===== config.mk =====
export PLATFORM = sky130hd
export DESIGN_NAME = fetch_unit_flat
export DESIGN_NICKNAME = d
export VERILOG_FILES = /design/src/rtl/fetch_unit_pkg.sv /design/src/rtl/fetch_unit_if.sv /design/src/rtl/fetch_unit_if_id_reg.sv /design/src/rtl/fetch_unit.sv /design/src/flat_wrapper.sv
export SDC_FILE = /design/constraint.sdc
export NUM_CORES = 1
export LEC_CHECK = 0
export BUFFER_PORTS_ARGS = -buffer_cell sky130_fd_sc_hd__buf_4
export CORE_UTILIZATION = 40
export DETAILED_ROUTE_END_ITERATION = 12
export PLACE_DENSITY = 0.75
export SETUP_SLACK_MARGIN = 0.15
export SLEW_MARGIN = 20
export SYNTH_ARGS = -nofsm -noshare
export SYNTH_HDL_FRONTEND = slang
export SYNTH_SLANG_ARGS = --single-unit

===== constraint.sdc =====
create_clock -name clk -period 2.1 [get_ports clk]
set_input_delay 0.42 -clock clk [delete_from_list [all_inputs] [get_ports clk]]
set_output_delay 0.42 -clock clk [all_outputs]
set_load 0.05 [all_outputs]

===== src/rtl/fetch_unit_pkg.sv =====
// rtl/fetch_unit_pkg.sv - shared RV32I fetch constants, FSM state encoding and PC helpers
package fetch_unit_pkg;

    localparam int PC_W = 16;
    localparam logic [PC_W-1:0] RESET_PC_DEF = '0;
    localparam logic [31:0] NOP_INSTR = 32'h0000_0013;

    typedef enum logic [1:0] {
        BOOT = 2'd0,
        RUN  = 2'd1,
        HALT = 2'd2
    } fetch_state_e;

    function automatic logic [PC_W-1:0] pc_align(input logic [PC_W-1:0] addr);
        return addr & ~PC_W'(3);
    endfunction

    function automatic logic [PC_W-1:0] pc_next_seq(input logic [PC_W-1:0] addr);
        return addr + PC_W'(4);
    endfunction

endpackage


===== src/rtl/fetch_unit_if.sv =====
// rtl/fetch_unit_if.sv - fetch stage bus: ROM address/data, pipeline control and IF/ID outputs
interface fetch_unit_if;
    import fetch_unit_pkg::*;

    logic [PC_W-1:0] pc_o;
    logic [31:0]     rom_instr_i;
    logic            stall_i;
    logic            redirect_i;
    logic [PC_W-1:0] target_i;
    logic            trap_i;
    logic [PC_W-1:0] trap_vec_i;
    logic            uret_i;
    logic [PC_W-1:0] epc_i;
    logic            halt_i;
    logic            resume_i;
    logic [31:0]     id_instr_o;
    logic [PC_W-1:0] id_pc_o;
    logic            id_valid_o;
    logic            halted_o;
    logic            misalign_o;
    logic [PC_W-1:0] bad_addr_o;

    modport master (
        output pc_o, id_instr_o, id_pc_o, id_valid_o, halted_o, misalign_o, bad_addr_o,
        input  rom_instr_i, stall_i, redirect_i, target_i, trap_i, trap_vec_i,
               uret_i, epc_i, halt_i, resume_i
    );

    modport slave (
        input  pc_o, id_instr_o, id_pc_o, id_valid_o, halted_o, misalign_o, bad_addr_o,
        output rom_instr_i, stall_i, redirect_i, target_i, trap_i, trap_vec_i,
               uret_i, epc_i, halt_i, resume_i
    );

endinterface


===== src/rtl/fetch_unit_if_id_reg.sv =====
// rtl/fetch_unit_if_id_reg.sv - IF/ID pipeline register with load, hold and flush-to-bubble
module if_id_reg
    import fetch_unit_pkg::*;
#(
    parameter logic [31:0] NOP_INSTR = fetch_unit_pkg::NOP_INSTR
) (
    input  logic            clk,
    input  logic            rst,
    input  logic            load_i,
    input  logic            flush_i,
    input  logic [31:0]     instr_i,
    input  logic [PC_W-1:0] pc_i,
    output logic [31:0]     instr_o,
    output logic [PC_W-1:0] pc_o,
    output logic            valid_o
);

    logic [31:0]     instr_q, instr_d;
    logic [PC_W-1:0] pc_q, pc_d;
    logic            valid_q, valid_d;

    // A bubble keeps the old PC; only the instruction and valid bit matter downstream.
    always_comb begin
        instr_d = instr_q;
        pc_d    = pc_q;
        valid_d = valid_q;
        if (flush_i) begin
            instr_d = NOP_INSTR;
            valid_d = 1'b0;
        end else if (load_i) begin
            instr_d = instr_i;
            pc_d    = pc_i;
            valid_d = 1'b1;
        end
    end

    always_ff @(posedge clk) begin
        if (rst) begin
            instr_q <= NOP_INSTR;
            pc_q    <= '0;
            valid_q <= 1'b0;
        end else begin
            instr_q <= instr_d;
            pc_q    <= pc_d;
            valid_q <= valid_d;
        end
    end

    assign instr_o = instr_q;
    assign pc_o    = pc_q;
    assign valid_o = valid_q;

endmodule


===== src/rtl/fetch_unit.sv =====
// rtl/fetch_unit.sv - RV32I fetch stage (PC, next-PC select, BOOT/RUN/HALT FSM); FETCH_MISALIGN_TRAP_EN enables misaligned-target reporting
module fetch_unit
    import fetch_unit_pkg::*;
#(
    parameter logic [PC_W-1:0] RESET_PC  = fetch_unit_pkg::RESET_PC_DEF,
    parameter logic [31:0]     NOP_INSTR = fetch_unit_pkg::NOP_INSTR
) (
    input  logic          clk,
    input  logic          rst,
    fetch_unit_if.master  bus
);

    fetch_state_e    state_q, state_d;
    logic [PC_W-1:0] pc_q, pc_d;
    logic            misalign_q, misalign_d;
    logic [PC_W-1:0] bad_addr_q, bad_addr_d;
    logic            ifid_load, ifid_flush;
    logic [PC_W-1:0] flow_tgt, flow_pc;
    logic            flow_bad;

    // uret and redirect share one target path; uret outranks redirect.
    always_comb begin
        flow_tgt = bus.uret_i ? bus.epc_i : bus.target_i;
        flow_bad = 1'b0;
`ifdef FETCH_MISALIGN_TRAP_EN
        flow_pc  = flow_tgt;
        flow_bad = (flow_tgt[1:0] != 2'b00);
`else
        flow_pc  = pc_align(flow_tgt);
`endif
    end

    always_comb begin
        state_d    = state_q;
        pc_d       = pc_q;
        ifid_load  = 1'b0;
        ifid_flush = 1'b0;
        misalign_d = 1'b0;
        bad_addr_d = '0;
        if (bus.trap_i) begin
            pc_d       = bus.trap_vec_i;
            ifid_flush = 1'b1;
            state_d    = RUN;
        end else if (bus.uret_i || bus.redirect_i) begin
            ifid_flush = 1'b1;
            state_d    = (state_q == HALT) ? HALT : RUN;
            if (flow_bad) begin
                misalign_d = 1'b1;
                bad_addr_d = flow_tgt;
            end else begin
                pc_d = flow_pc;
            end
        end else begin
            unique case (state_q)
                BOOT: begin
                    state_d    = RUN;
                    ifid_flush = 1'b1;
                end
                HALT: begin
                    if (bus.resume_i) begin
                        state_d = RUN;
                        if (!bus.stall_i) begin
                            pc_d      = pc_next_seq(pc_q);
                            ifid_load = 1'b1;
                        end
                    end else begin
                        ifid_flush = 1'b1;
                    end
                end
                default: begin
                    // The word at pc_q is not consumed on the halting edge, so resume refetches it.
                    if (bus.halt_i) begin
                        state_d    = HALT;
                        ifid_flush = 1'b1;
                    end else if (!bus.stall_i) begin
                        pc_d      = pc_next_seq(pc_q);
                        ifid_load = 1'b1;
                    end
                end
            endcase
        end
    end

    always_ff @(posedge clk) begin
        if (rst) begin
            state_q    <= BOOT;
            pc_q       <= RESET_PC;
            misalign_q <= 1'b0;
            bad_addr_q <= '0;
        end else begin
            state_q    <= state_d;
            pc_q       <= pc_d;
            misalign_q <= misalign_d;
            bad_addr_q <= bad_addr_d;
        end
    end

    if_id_reg #(
        .NOP_INSTR (NOP_INSTR)
    ) u_if_id_reg (
        .clk     (clk),
        .rst     (rst),
        .load_i  (ifid_load),
        .flush_i (ifid_flush),
        .instr_i (bus.rom_instr_i),
        .pc_i    (pc_q),
        .instr_o (bus.id_instr_o),
        .pc_o    (bus.id_pc_o),
        .valid_o (bus.id_valid_o)
    );

    assign bus.pc_o       = pc_q;
    assign bus.halted_o   = (state_q == HALT);
    assign bus.misalign_o = misalign_q;
    assign bus.bad_addr_o = bad_addr_q;

endmodule


===== src/flat_wrapper.sv =====
// flat-port wrapper written by rule: the top's interface ports become plain ports
module fetch_unit_flat import fetch_unit_pkg::*;
#(
    parameter logic [PC_W-1:0] RESET_PC  = fetch_unit_pkg::RESET_PC_DEF,
    parameter logic [31:0]     NOP_INSTR = fetch_unit_pkg::NOP_INSTR
)
  (clk, rst, bus_pc_o, bus_id_instr_o, bus_id_pc_o, bus_id_valid_o, bus_halted_o, bus_misalign_o, bus_bad_addr_o, bus_rom_instr_i, bus_stall_i, bus_redirect_i, bus_target_i, bus_trap_i, bus_trap_vec_i, bus_uret_i, bus_epc_i, bus_halt_i, bus_resume_i);
  fetch_unit_if bus_i ();
  input  logic clk;
  input  logic rst;
  output wire logic [$bits(bus_i.pc_o)-1:0] bus_pc_o;
  output wire logic [$bits(bus_i.id_instr_o)-1:0] bus_id_instr_o;
  output wire logic [$bits(bus_i.id_pc_o)-1:0] bus_id_pc_o;
  output wire logic [$bits(bus_i.id_valid_o)-1:0] bus_id_valid_o;
  output wire logic [$bits(bus_i.halted_o)-1:0] bus_halted_o;
  output wire logic [$bits(bus_i.misalign_o)-1:0] bus_misalign_o;
  output wire logic [$bits(bus_i.bad_addr_o)-1:0] bus_bad_addr_o;
  input wire logic [$bits(bus_i.rom_instr_i)-1:0] bus_rom_instr_i;
  input wire logic [$bits(bus_i.stall_i)-1:0] bus_stall_i;
  input wire logic [$bits(bus_i.redirect_i)-1:0] bus_redirect_i;
  input wire logic [$bits(bus_i.target_i)-1:0] bus_target_i;
  input wire logic [$bits(bus_i.trap_i)-1:0] bus_trap_i;
  input wire logic [$bits(bus_i.trap_vec_i)-1:0] bus_trap_vec_i;
  input wire logic [$bits(bus_i.uret_i)-1:0] bus_uret_i;
  input wire logic [$bits(bus_i.epc_i)-1:0] bus_epc_i;
  input wire logic [$bits(bus_i.halt_i)-1:0] bus_halt_i;
  input wire logic [$bits(bus_i.resume_i)-1:0] bus_resume_i;
  assign bus_pc_o = bus_i.pc_o;
  assign bus_id_instr_o = bus_i.id_instr_o;
  assign bus_id_pc_o = bus_i.id_pc_o;
  assign bus_id_valid_o = bus_i.id_valid_o;
  assign bus_halted_o = bus_i.halted_o;
  assign bus_misalign_o = bus_i.misalign_o;
  assign bus_bad_addr_o = bus_i.bad_addr_o;
  assign bus_i.rom_instr_i = bus_rom_instr_i;
  assign bus_i.stall_i = bus_stall_i;
  assign bus_i.redirect_i = bus_redirect_i;
  assign bus_i.target_i = bus_target_i;
  assign bus_i.trap_i = bus_trap_i;
  assign bus_i.trap_vec_i = bus_trap_vec_i;
  assign bus_i.uret_i = bus_uret_i;
  assign bus_i.epc_i = bus_epc_i;
  assign bus_i.halt_i = bus_halt_i;
  assign bus_i.resume_i = bus_resume_i;
  fetch_unit #(.RESET_PC(RESET_PC), .NOP_INSTR(NOP_INSTR)) u_core (.clk(clk), .rst(rst), .bus(bus_i));
endmodule

==> impl_metrics.sql, run 1 <==
INSERT INTO impl_metrics (metric_group, metric, value, unit) VALUES
('routing', 'antenna_violating_nets_post_route', '0', ''),
('yosys', 'netlist-cell-type-count', '57', ''),
('yosys', 'netlist_instances', '367', ''),
('sta', 'finalSetupViolCount', '0', ''),
('setup_path', 'critPathArrivalTime', '2110', 'ps'),
('yosys', 'ys_ff_latch', '67', ''),
('pwr', 'power.ir.vdd_worst', '419', 'uV'),
('worst_hold_path', 'worst_hold_path.endpoint', 'u_core.u_if_id_reg.instr_o[1]', ''),
('place', 'dp_slack', '249', 'ps'),
('final_layout', 'sequential_cell_area', '1350', 'um2'),
('run_status', 'status', 'complete, no violations', ''),
('final_layout', 'num_antenna_cells', '0', ''),
('final_layout', 'most-common-layout-cells', '164 x buf_4, 63 x dfxtp_1, 48 x nand2_1, 29 x a21oi_1, 29 x o221a_2', ''),
('cts', 'cts_root_buffer', 'clkbuf_8', ''),
('setup_path', 'critical_path_peak_fanout', '8', ''),
('routing', 'routedWlPerCell', '15.7', 'um'),
('cts', 'clk_transition_reported_paths', '70', 'ps'),
('die', 'pin_count', '171', ''),
('final_layout', 'multiInputGateArea', '1690', 'um2'),
('die', 'placementRows', '32', ''),
('yosys', 'synth_top_area_share', '40.9', '%'),
('worst_hold_path', 'hp-start', 'bus_rom_instr_i[1]', ''),
('cts', 'cts_buffers', '9', ''),
('setup_path', 'critPathSlowestCell', 'a2111oi_0', ''),
('yosys', 'number_of_enable_flip_flop_cells_after_synthesis', '0', ''),
('pwr', 'fin_total_pwr', '3.08', 'mW'),
('yosys', 'post_synthesis_instance_area', '3280', 'um2'),
('cts', 'post_cts_buffers', '0', ''),
('cts', 'ctsHtreeMaxLevel', '3', ''),
('place', 'gp_congestion', '0.876', ''),
('die', 'die-width', '92.5', 'um'),
('setup_path', 'timing.rr.end', 'u_core.bus.pc_o[6]', ''),
('setup_path', 'critical_path.reg2reg.startpoint', 'u_core.bus.pc_o[3]', ''),
('grt', 'pin_count_of_the_biggest_net_entering_global_routing', '34', ''),
('routing', 'drc_errors', '0', ''),
('yosys', 'yosysSeqAreaShare', '40.9', '%'),
('die', 'core_region_area', '7810', 'um2'),
('flow_run', 'max_cap_violations', '0', ''),
('grt', 'grt_overflow', '0', ''),
('setup_path', 'crit_path_max_incr_delay', '580', 'ps'),
('yosys', 'yosysWarnings', '0', ''),
('routing', 'via_count', '3306', ''),
('grt', 'grt_pass1_wl', '15500', 'um'),
('cts', 'tritoncts', 'done', ''),
('pwr', 'power.density_cell_area', '658', 'nW/um2'),
('grt', 'gr-usage-all-layers', '23.0', '%'),
('routing', 'detail_route.wirelength', '9730', 'um'),
('cts', 'worst_skew_pair_later_pin_latency', '340', 'ps'),
('die', 'chipHeight', '92.5', 'um'),
('place', 'io_buffers', '149', ''),
('final_layout', 'nFillCells', '692', ''),
('cts', 'ctsHoldBuffers', '0', ''),
('routing', 'routed_via_density', '5.33', ''),
('die', 'die-area', '8560', 'um2'),
('setup_path', 'setup.worst_path.class', 'reg -> reg', ''),
('pwr', 'power.static_leakage', '2.14', 'nW'),
('yosys', 'synth_flop_cell', 'dfxtp_1', ''),
('setup_path', 'cp_cell_sequence', 'ha_1 -> nand3_1 -> xor2_1 -> a2111oi_0 -> a311o_1', ''),
('grt', 'antenna_violations_before_repair', '0', ''),
('sta', 'fmax', '0.545', 'GHz'),
('routing', 'drtPass1Iterations', '5', ''),
('sta', 'tightest_slew', '574', 'ps'),
('setup_path', 'reg2reg_setup_slack', '270', 'ps'),
('final_layout', 'utilization', '60.0', '%'),
('setup_path', 'required_time_of_the_worst_setup_path', '2370', 'ps'),
('cts', 'max-clock-path-buffers', '2', ''),
('cts', 'postCtsResizedCells', '0', ''),
('yosys', 'synth-async-reset-ratio', '0', '%'),
('setup_path', 'r2r_worst_path_depth', '5', ''),
('yosys', 'syn-mean-instance-area', '8.93', 'um2'),
('die', 'floorplan.initialDensity', '42.0', '%');
[worst max path at each step]
stage / endpoint / start / cells after the start
CTS: u_core.bus.pc_o[12] / u_core.bus.pc_o[2] / 5
detailed placement: u_core.bus.pc_o[5] / bus_redirect_i / 6
global route: u_core.bus.pc_o[6] / u_core.bus.pc_o[3] / 5
finish: u_core.bus.pc_o[6] / u_core.bus.pc_o[3] / 5
floorplan: u_core.bus.pc_o[13] / u_core.bus.pc_o[6] / 4
global placement: u_core.bus.pc_o[5] / bus_redirect_i / 6
[logic make-up after synthesis]
group	count (synthesis)	synth area share, %
adder cells (fa/ha/maj)	1	0.382
flip-flops	67	40.9
AO/OA/AOI/OAI	108	26.5
other	1	0.114
AND/OR/NAND/NOR	126	20.5
buffers and inverters	57	9.66
XOR/XNOR	4	1.07
multiplexers	3	0.916
[per-layer routing]
metal	GRT usage (%)	vias up	routed length [um]
li1	-	1620	-
met1	29.7	1512	4360
met2	37.4	163	4440
met3	5.42	11	796
met4	7.68	0	131
met5	0	-	0
[critical path: cells and delay by family (launching register included)]
family,cells,cell delay [ps]
AOI/OAI and AO/OA,2,780
DFF,1,430
and+or+nand+nor,1,120
xor gates and xnor gates,1,160
adders and majority gates,1,290
[flip-flops by register name (all words and copies together), names as in the netlist]
register and count:
u_core.u_if_id_reg.instr_o 32, u_core.bus.pc_o 16, u_core.u_if_id_reg.pc_o 16, u_core.state_q 2, u_core.u_if_id_reg.valid_o 1
[area by class of cell]
cell class,count,area share (%)
inverter,11,0.881
timing repair buffer,165,26.7
sequential,67,28.7
tap,102,2.72
clock buffer,11,3.23
clock inverter,5,1.60
multi-input combinational,259,36.1
[where the power goes]
part           switching, mW  leakage [nW]  internal (mW)
combinational          0.320          1.48          0.214
sequential            0.0572         0.545           1.30
clock                  0.465         0.119          0.727
[synthesized netlist by cell type, drive strengths merged (5+ instances only)]
library cell	n
a21oi	30
a221o	5
a31oi	5
buf	34
clkbuf	12
dfxtp	67
inv	11
nand2	48
nand2b	7
nand3	10
nor2	15
nor2b	6
nor3	10
o21ai	10
o221a	29
[stage by stage]
step | cell area, um2 | std cells | hold WS [ps]
global placement | 4460 | 604 | 445
CTS | 4680 | 620 | 296
finish | 4690 | 620 | 307
floorplan | 3350 | 383 | 502
global route | 4690 | 620 | 295
detailed placement | 4460 | 604 | 453
Note: power is estimated with default switching activity, not from simulation.
==> inputs of run 2 (changes only) <==
--- a/config.mk
+++ b/config.mk
@@ -8,2 +8,3 @@
 export BUFFER_PORTS_ARGS = -buffer_cell sky130_fd_sc_hd__buf_4
+export CORE_MARGIN = 3
 export CORE_UTILIZATION = 40
--- a/constraint.sdc
+++ b/constraint.sdc
@@ -3,2 +3,2 @@
 set_output_delay 0.42 -clock clk [all_outputs]
-set_load 0.05 [all_outputs]
+set_load 0.005 [all_outputs]
==> impl_metrics.sql, run 2 (synthesis gave the netlist of run 1 again) <==
INSERT INTO impl_metrics (metric_group, metric, value, unit) VALUES
('die', 'pin_count', '171', ''),
('sta', 'endpoints_failing_hold', '0', ''),
('pwr', 'intPower', '2.18', 'mW'),
('routing', 'drt_iter0_markers', '195', ''),
('place', 'place_hpwl', '7670', 'um'),
('cts', 'clock_sink_count', '67', ''),
('setup_path', 'setup.worst_path.class', 'reg -> reg', ''),
('pwr', 'seq_power_share', '46.2', '%'),
('pwr', 'power.clock.fraction', '40.0', '%'),
('pwr', 'power.density_cell_area', '621', 'nW/um2'),
('grt', 'grt_pass1_wl', '15100', 'um'),
('final_layout', 'final_design_area_no_fill', '4680', 'um2'),
('die', 'floorplan.initialDensity', '41.8', '%'),
('place', 'io_buffers', '149', ''),
('final_layout', 'post_route_cells_drive_above_1_share', '43.5', '%'),
('die', 'placementRows', '32', ''),
('cts', 'ctsHoldBuffers', '0', ''),
('pwr', 'power.share.combinational', '13.9', '%'),
('sta', 'finalSetupViolCount', '0', ''),
('pwr', 'power.ir.vdd_worst', '368', 'uV'),
('setup_path', 'critPathCapture', 'u_core.bus.pc_o[13]', ''),
('setup_path', 'critPathSlowestCell', 'or4_1', ''),
('sta', 'finalClockSkew', '6.88', 'ps'),
('cts', 'clk_transition_reported_paths', '80', 'ps'),
('sta', 'fmax', '0.565', 'GHz'),
('final_layout', 'nFillCells', '691', ''),
('cts', 'tritoncts', 'done', ''),
('sta', 'setup_tns', '0', 'ps'),
('setup_path', 'startpoint_type', 'flop', ''),
('routing', 'routedWlPerCell', '16.2', 'um'),
('setup_path', 'cp_cell_sequence', 'nand4_4 -> or4_1 -> a221oi_1 -> o41ai_1', ''),
('final_layout', 'flip_flop_count_of_the_largest_register_all_copies_and_words_added', '32', ''),
('setup_path', 'critical_path.reg2reg.startpoint', 'u_core.bus.pc_o[6]', ''),
('cts', 'ctsHtreeMaxLevel', '3', ''),
('pwr', 'p_sw_share', '25.1', '%'),
('grt', 'antenna_violations_before_repair', '0', ''),
('setup_path', 'endpoint_kind', 'flop', ''),
('sta', 'layout_worst_path_cycle_share', '84.3', '%'),
('routing', 'drtPass1Iterations', '4', ''),
('routing', 'via_count', '3384', ''),
('sta', 'tightest_slew', '510', 'ps'),
('routing', 'drc_errors', '0', ''),
('setup_path', 'crit_start', 'u_core.bus.pc_o[6]', ''),
('worst_hold_path', 'min_path_cells', '3', ''),
('final_layout', 'final_nets', '605', ''),
('final_layout', 'syn2layout_area_growth', '42.9', '%'),
('place', 'gp_congestion', '0.877', ''),
('die', 'die-width', '96.5', 'um'),
('setup_path', 'timing.rr.end', 'u_core.bus.pc_o[13]', ''),
('cts', 'post_cts_buffers', '0', ''),
('setup_path', 'crit_path_max_incr_delay', '530', 'ps'),
('cts', 'postCtsResizedCells', '0', ''),
('grt', 'gr-usage-all-layers', '20.7', '%'),
('routing', 'routed_via_density', '5.44', ''),
('pwr', 'p_switching', '730', 'uW'),
('setup_path', 'r2r_worst_path_depth', '4', ''),
('sta', 'finalCriticalPeriod', '1770', 'ps'),
('final_layout', 'final_common_cell', 'buf_4', ''),
('sta', 'worst_slew_margin_rel', '65.9', '%'),
('cts', 'worst_skew_pair_later_pin_latency', '340', 'ps'),
('grt', 'via_count_of_the_first_global_routing_pass', '3123', ''),
('routing', 'antenna_violating_nets_post_route', '0', ''),
('pwr', 'power.static_leakage', '2.14', 'nW'),
('cts', 'cts_buffers', '9', ''),
('place', 'dpl_cell_area', '4470', 'um2'),
('routing', 'detail_route.wirelength', '10100', 'um'),
('worst_hold_path', 'path_class_of_the_lowest_slack_min_delay_path', 'in -> reg', ''),
('setup_path', 'critPathArrivalTime', '1980', 'ps'),
('run_status', 'status', 'complete, no violations', ''),
('cts', 'cts_root_buffer', 'clkbuf_8', ''),
('grt', 'grt_overflow', '0', ''),
('die', 'core_region_area', '7850', 'um2'),
('final_layout', 'most-common-layout-cells', '167 x buf_4, 67 x dfxtp_1, 48 x nand2_1, 29 x a21oi_1, 29 x o221a_2', ''),
('setup_path', 'reg2reg_setup_slack', '330', 'ps'),
('setup_path', 'critical_path_peak_fanout', '8', ''),
('setup_path', 'required_time_of_the_worst_setup_path', '2310', 'ps'),
('grt', 'pin_count_of_the_biggest_net_entering_global_routing', '34', ''),
('die', 'chipHeight', '96.5', 'um'),
('flow_run', 'max_cap_violations', '0', ''),
('sta', 'timing_max_transition_violations_final', '0', ''),
('die', 'die-area', '9320', 'um2'),
('cts', 'max-clock-path-buffers', '2', ''),
('sta', 'grt_setup_unrepaired', 'no', ''),
('final_layout', 'num_antenna_cells', '0', '');
run 2: cell types whose count changed in the layout (fill, tap and decap cells not counted):
cell / change
clkinv_2: -2
clkinvlp_4: +2
nor3b_2: -1
buf_4: +3
dfxtp_1: +4
clkbuf_8: -2
inv_6: +1
nor3b_1: +1
nor2b_1: +1
dfxtp_2: -4
nor2b_2: -1
run 2: final cells by class:
| cell class | count | area (um2) | area share [%] |
|---|---|---|---|
| Clock buffer | 9 | 124 | 2.64 |
| Clock inverter | 6 | 88.8 | 1.90 |
| Inverter | 11 | 41.3 | 0.882 |
| Multi-Input combinational cell | 259 | 1690 | 36.0 |
| Sequential cell | 67 | 1340 | 28.6 |
| Tap cell | 102 | 128 | 2.73 |
| Timing Repair Buffer | 168 | 1270 | 27.2 |
run 2: worst min path at each step:
stage / startpoint / endpoint / slack [ps]
6_report: bus_rom_instr_i[4] / u_core.u_if_id_reg.instr_o[4] / 300
3_3_place_gp: u_core.u_if_id_reg.valid_o / u_core.u_if_id_reg.valid_o / 440
5_1_grt: bus_rom_instr_i[1] / u_core.u_if_id_reg.instr_o[1] / 290
2_1_floorplan: u_core.u_if_id_reg.valid_o / u_core.u_if_id_reg.valid_o / 450
4_1_cts: bus_rom_instr_i[1] / u_core.u_if_id_reg.instr_o[1] / 290
3_5_place_dp: u_core.u_if_id_reg.pc_o[10] / u_core.u_if_id_reg.pc_o[10] / 450
run 2: through the flow:
step	hold slack [ps]	util (%)	worst slack, ps	power [mW]	std cells
2_1_floorplan	452	-	434	1.56	383
3_3_place_gp	444	57.0	259	1.76	607
3_5_place_dp	449	57.0	261	1.77	607
4_1_cts	294	59.7	331	2.92	622
5_1_grt	293	59.7	185	3.03	622
6_report	301	59.7	330	2.91	622
run 2: per-layer routing:
metal  up-vias  global-route usage, %  part of all wire (%)
li1       1627                      -                     -
met1      1544                   25.8                    41
met2       196                   35.1                    46
met3        17                   7.05                    12
met4         0                   3.74                  0.92
met5         -                      0                     0
run 2: power by group through the flow:
stage | combinational (mW) | clock (mW) | sequential [mW]
after floorplan | 0.195 | 0 | 1.36
after global placement | 0.393 | 0 | 1.37
after detailed placement | 0.399 | 0 | 1.37
after CTS | 0.400 | 1.18 | 1.34
after global routing | 0.440 | 1.24 | 1.35
final | 0.403 | 1.16 | 1.34
run 2: critical path, delay by kind of cell (launching register included):
family	cells	cell delay (ps)
AND/OR/NAND/NOR	2	730
flip-flops	1	510
AO/OA/AOI/OAI	2	410
==> inputs of run 3 (changes only) <==
PLACE_DENSITY = 0.78   (was 0.75)
clock period = 1.5 ns   (was 2.1 ns; I/O delays follow)
==> impl_metrics.sql, run 3 (synthesis gave the netlist of run 1 again) <==
INSERT INTO impl_metrics (metric_group, metric, value, unit) VALUES
('die', 'pin_count', '171', ''),
('sta', 'grt_setup_unrepaired', 'yes', ''),
('sta', 'timing_max_transition_violations_final', '0', ''),
('setup_path', 'r2r_worst_path_depth', '5', ''),
('final_layout', 'num_antenna_cells', '0', ''),
('final_layout', 'nFillCells', '531', ''),
('place', 'dp_slack', '-241', 'ps'),
('setup_path', 'required_time_of_the_worst_setup_path', '1770', 'ps'),
('die', 'die-width', '96.5', 'um'),
('cts', 'worst_skew_pair_later_pin_latency', '350', 'ps'),
('pwr', 'power.ir.vdd_worst', '385', 'uV'),
('setup_path', 'critPathCapture', 'u_core.bus.pc_o[12]', ''),
('setup_path', 'crit_start', 'u_core.bus.pc_o[3]', ''),
('sta', 'tightest_slew', '510', 'ps'),
('setup_path', 'timing.rr.end', 'u_core.bus.pc_o[12]', ''),
('setup_path', 'endpoint_kind', 'flop', ''),
('sta', 'fmax', '0.629', 'GHz'),
('final_layout', 'most-common-layout-cells', '191 x buf_4, 57 x dfxtp_1, 45 x nand2_1, 29 x o221a_4, 17 x conb_1', ''),
('routing', 'antenna_violating_nets_post_route', '0', ''),
('routing', 'detail_route.wirelength', '12200', 'um'),
('cts', 'clock_sink_count', '67', ''),
('flow_run', 'max_cap_violations', '0', ''),
('sta', 'finalCriticalPeriod', '1590', 'ps'),
('setup_path', 'setup.worst_path.class', 'reg -> reg', ''),
('grt', 'gr-usage-all-layers', '24.4', '%'),
('grt', 'antenna_violations_before_repair', '0', ''),
('run_status', 'failed_checks', 'negative setup slack', ''),
('sta', 'worst_slew_margin_rel', '66.0', '%'),
('sta', 'endpoints_failing_hold', '0', ''),
('place', 'gp_congestion', '0.925', ''),
('run_status', 'status', 'complete, but fails checks', ''),
('final_layout', 'final_nets', '652', ''),
('pwr', 'power.static_leakage', '2.61', 'nW'),
('cts', 'tritoncts', 'done', ''),
('grt', 'via_count_of_the_first_global_routing_pass', '3502', ''),
('die', 'placementRows', '32', ''),
('sta', 'layout_worst_path_cycle_share', '106', '%'),
('final_layout', 'final_common_cell', 'buf_4', ''),
('setup_path', 'critical_path_peak_fanout', '4', ''),
('final_layout', 'flip_flop_count_of_the_largest_register_all_copies_and_words_added', '32', ''),
('cts', 'cts_root_buffer', 'clkbuf_8', ''),
('worst_hold_path', 'hp-start', 'bus_rom_instr_i[1]', ''),
('setup_path', 'startpoint_type', 'flop', ''),
('setup_path', 'critical_path.reg2reg.startpoint', 'u_core.bus.pc_o[3]', ''),
('grt', 'grt_overflow', '0', ''),
('setup_path', 'critPathArrivalTime', '1860', 'ps'),
('place', 'io_buffers', '149', ''),
('routing', 'drtPass1Iterations', '5', ''),
('die', 'chipHeight', '96.5', 'um'),
('place', 'place_hpwl', '8220', 'um'),
('die', 'die-area', '9320', 'um2'),
('worst_hold_path', 'path_class_of_the_lowest_slack_min_delay_path', 'in -> reg', ''),
('grt', 'grt_pass1_wl', '17500', 'um'),
('final_layout', 'syn2layout_area_growth', '76.5', '%'),
('routing', 'drc_errors', '0', ''),
('sta', 'finalClockSkew', '7.08', 'ps'),
('grt', 'pin_count_of_the_biggest_net_entering_global_routing', '34', ''),
('final_layout', 'post_route_cells_drive_above_1_share', '56.5', '%'),
('die', 'floorplan.initialDensity', '41.8', '%'),
('routing', 'drt_iter0_markers', '138', ''),
('sta', 'setup_tns', '-965', 'ps'),
('sta', 'fin_worst_hold_slack', '163', 'ps'),
('routing', 'routedWlPerCell', '18.2', 'um'),
('cts', 'clk_transition_reported_paths', '80', 'ps'),
('routing', 'routed_via_density', '5.55', ''),
('pwr', 'fin_total_pwr', '4.51', 'mW'),
('cts', 'cts_buffers', '9', ''),
('routing', 'via_count', '3719', ''),
('cts', 'max-clock-path-buffers', '2', ''),
('die', 'core_region_area', '7850', 'um2'),
('pwr', 'power.density_cell_area', '780', 'nW/um2'),
('cts', 'ctsHtreeMaxLevel', '3', ''),
('sta', 'finalSetupViolCount', '27', ''),
('sta', 'post_route_setup_slack', '-90.3', 'ps'),
('setup_path', 'reg2reg_setup_slack', '-90', 'ps'),
('final_layout', 'utilization', '73.7', '%');
[run 3: changes by cell type in the layout (fill, tap and decap cells not counted), moves of 10 or more]
cell and delta:
buf_6 +11, o221a_2 -29, a21oi_1 -13, o221a_4 +29
dfxtp_1 -10, a21oi_2 +13, buf_4 +24
[run 3: per-layer routing]
metal / GRT usage, % / share of wire [%] / up-vias
li1: - / - / 1722
met1: 29.7 / 39 / 1744
met2: 41.8 / 49 / 222
met3: 6.58 / 9.7 / 31
met4: 7.48 / 2.2 / 0
met5: 0 / 0 / -
[run 3: area by class of cell]
cell class / count / area [um2] / share of cell area (%)
multi-input combinational: 259 / 2150 / 37.1
timing repair buffer: 215 / 1860 / 32.2
sequential: 67 / 1360 / 23.5
tap: 102 / 128 / 2.21
clock buffer: 9 / 124 / 2.14
clock inverter: 7 / 124 / 2.14
inverter: 11 / 41.3 / 0.714
[run 3: stage by stage]
stage,cells,cell area [um2]
floorplan,383,3690
global placement,637,5000
detailed placement,637,5000
CTS,666,5580
global route,670,5790
finish,670,5790
[run 3: critical path, stage by stage (launching register included)]
cell and delay, ps:
dfxtp_4 380, ha_4 140, nand2_2 70, or3_1 370, or3_1 380, a31oi_1 170
[run 3: power breakdown]
group          internal, mW  switching [mW]
clock                  1.12           0.768
combinational         0.401           0.359
sequential             1.82          0.0436
[run 3: repair_timing]
item	CTS	global route
setup endpoints to repair	62	66
hold buffers	0	0
setup buffers	9	1
pin swaps	12	5
cloned	4	3
resized for setup	39	25
[run 3: worst min path at each step]
stage	endpoint	slack [ps]	cells past startpoint
floorplan	u_core.u_if_id_reg.instr_o[0]	430	2
global placement	u_core.u_if_id_reg.instr_o[1]	440	2
detailed placement	u_core.u_if_id_reg.pc_o[8]	450	2
CTS	u_core.u_if_id_reg.instr_o[1]	150	3
global route	u_core.u_if_id_reg.instr_o[0]	160	3
finish	u_core.u_if_id_reg.instr_o[1]	160	3
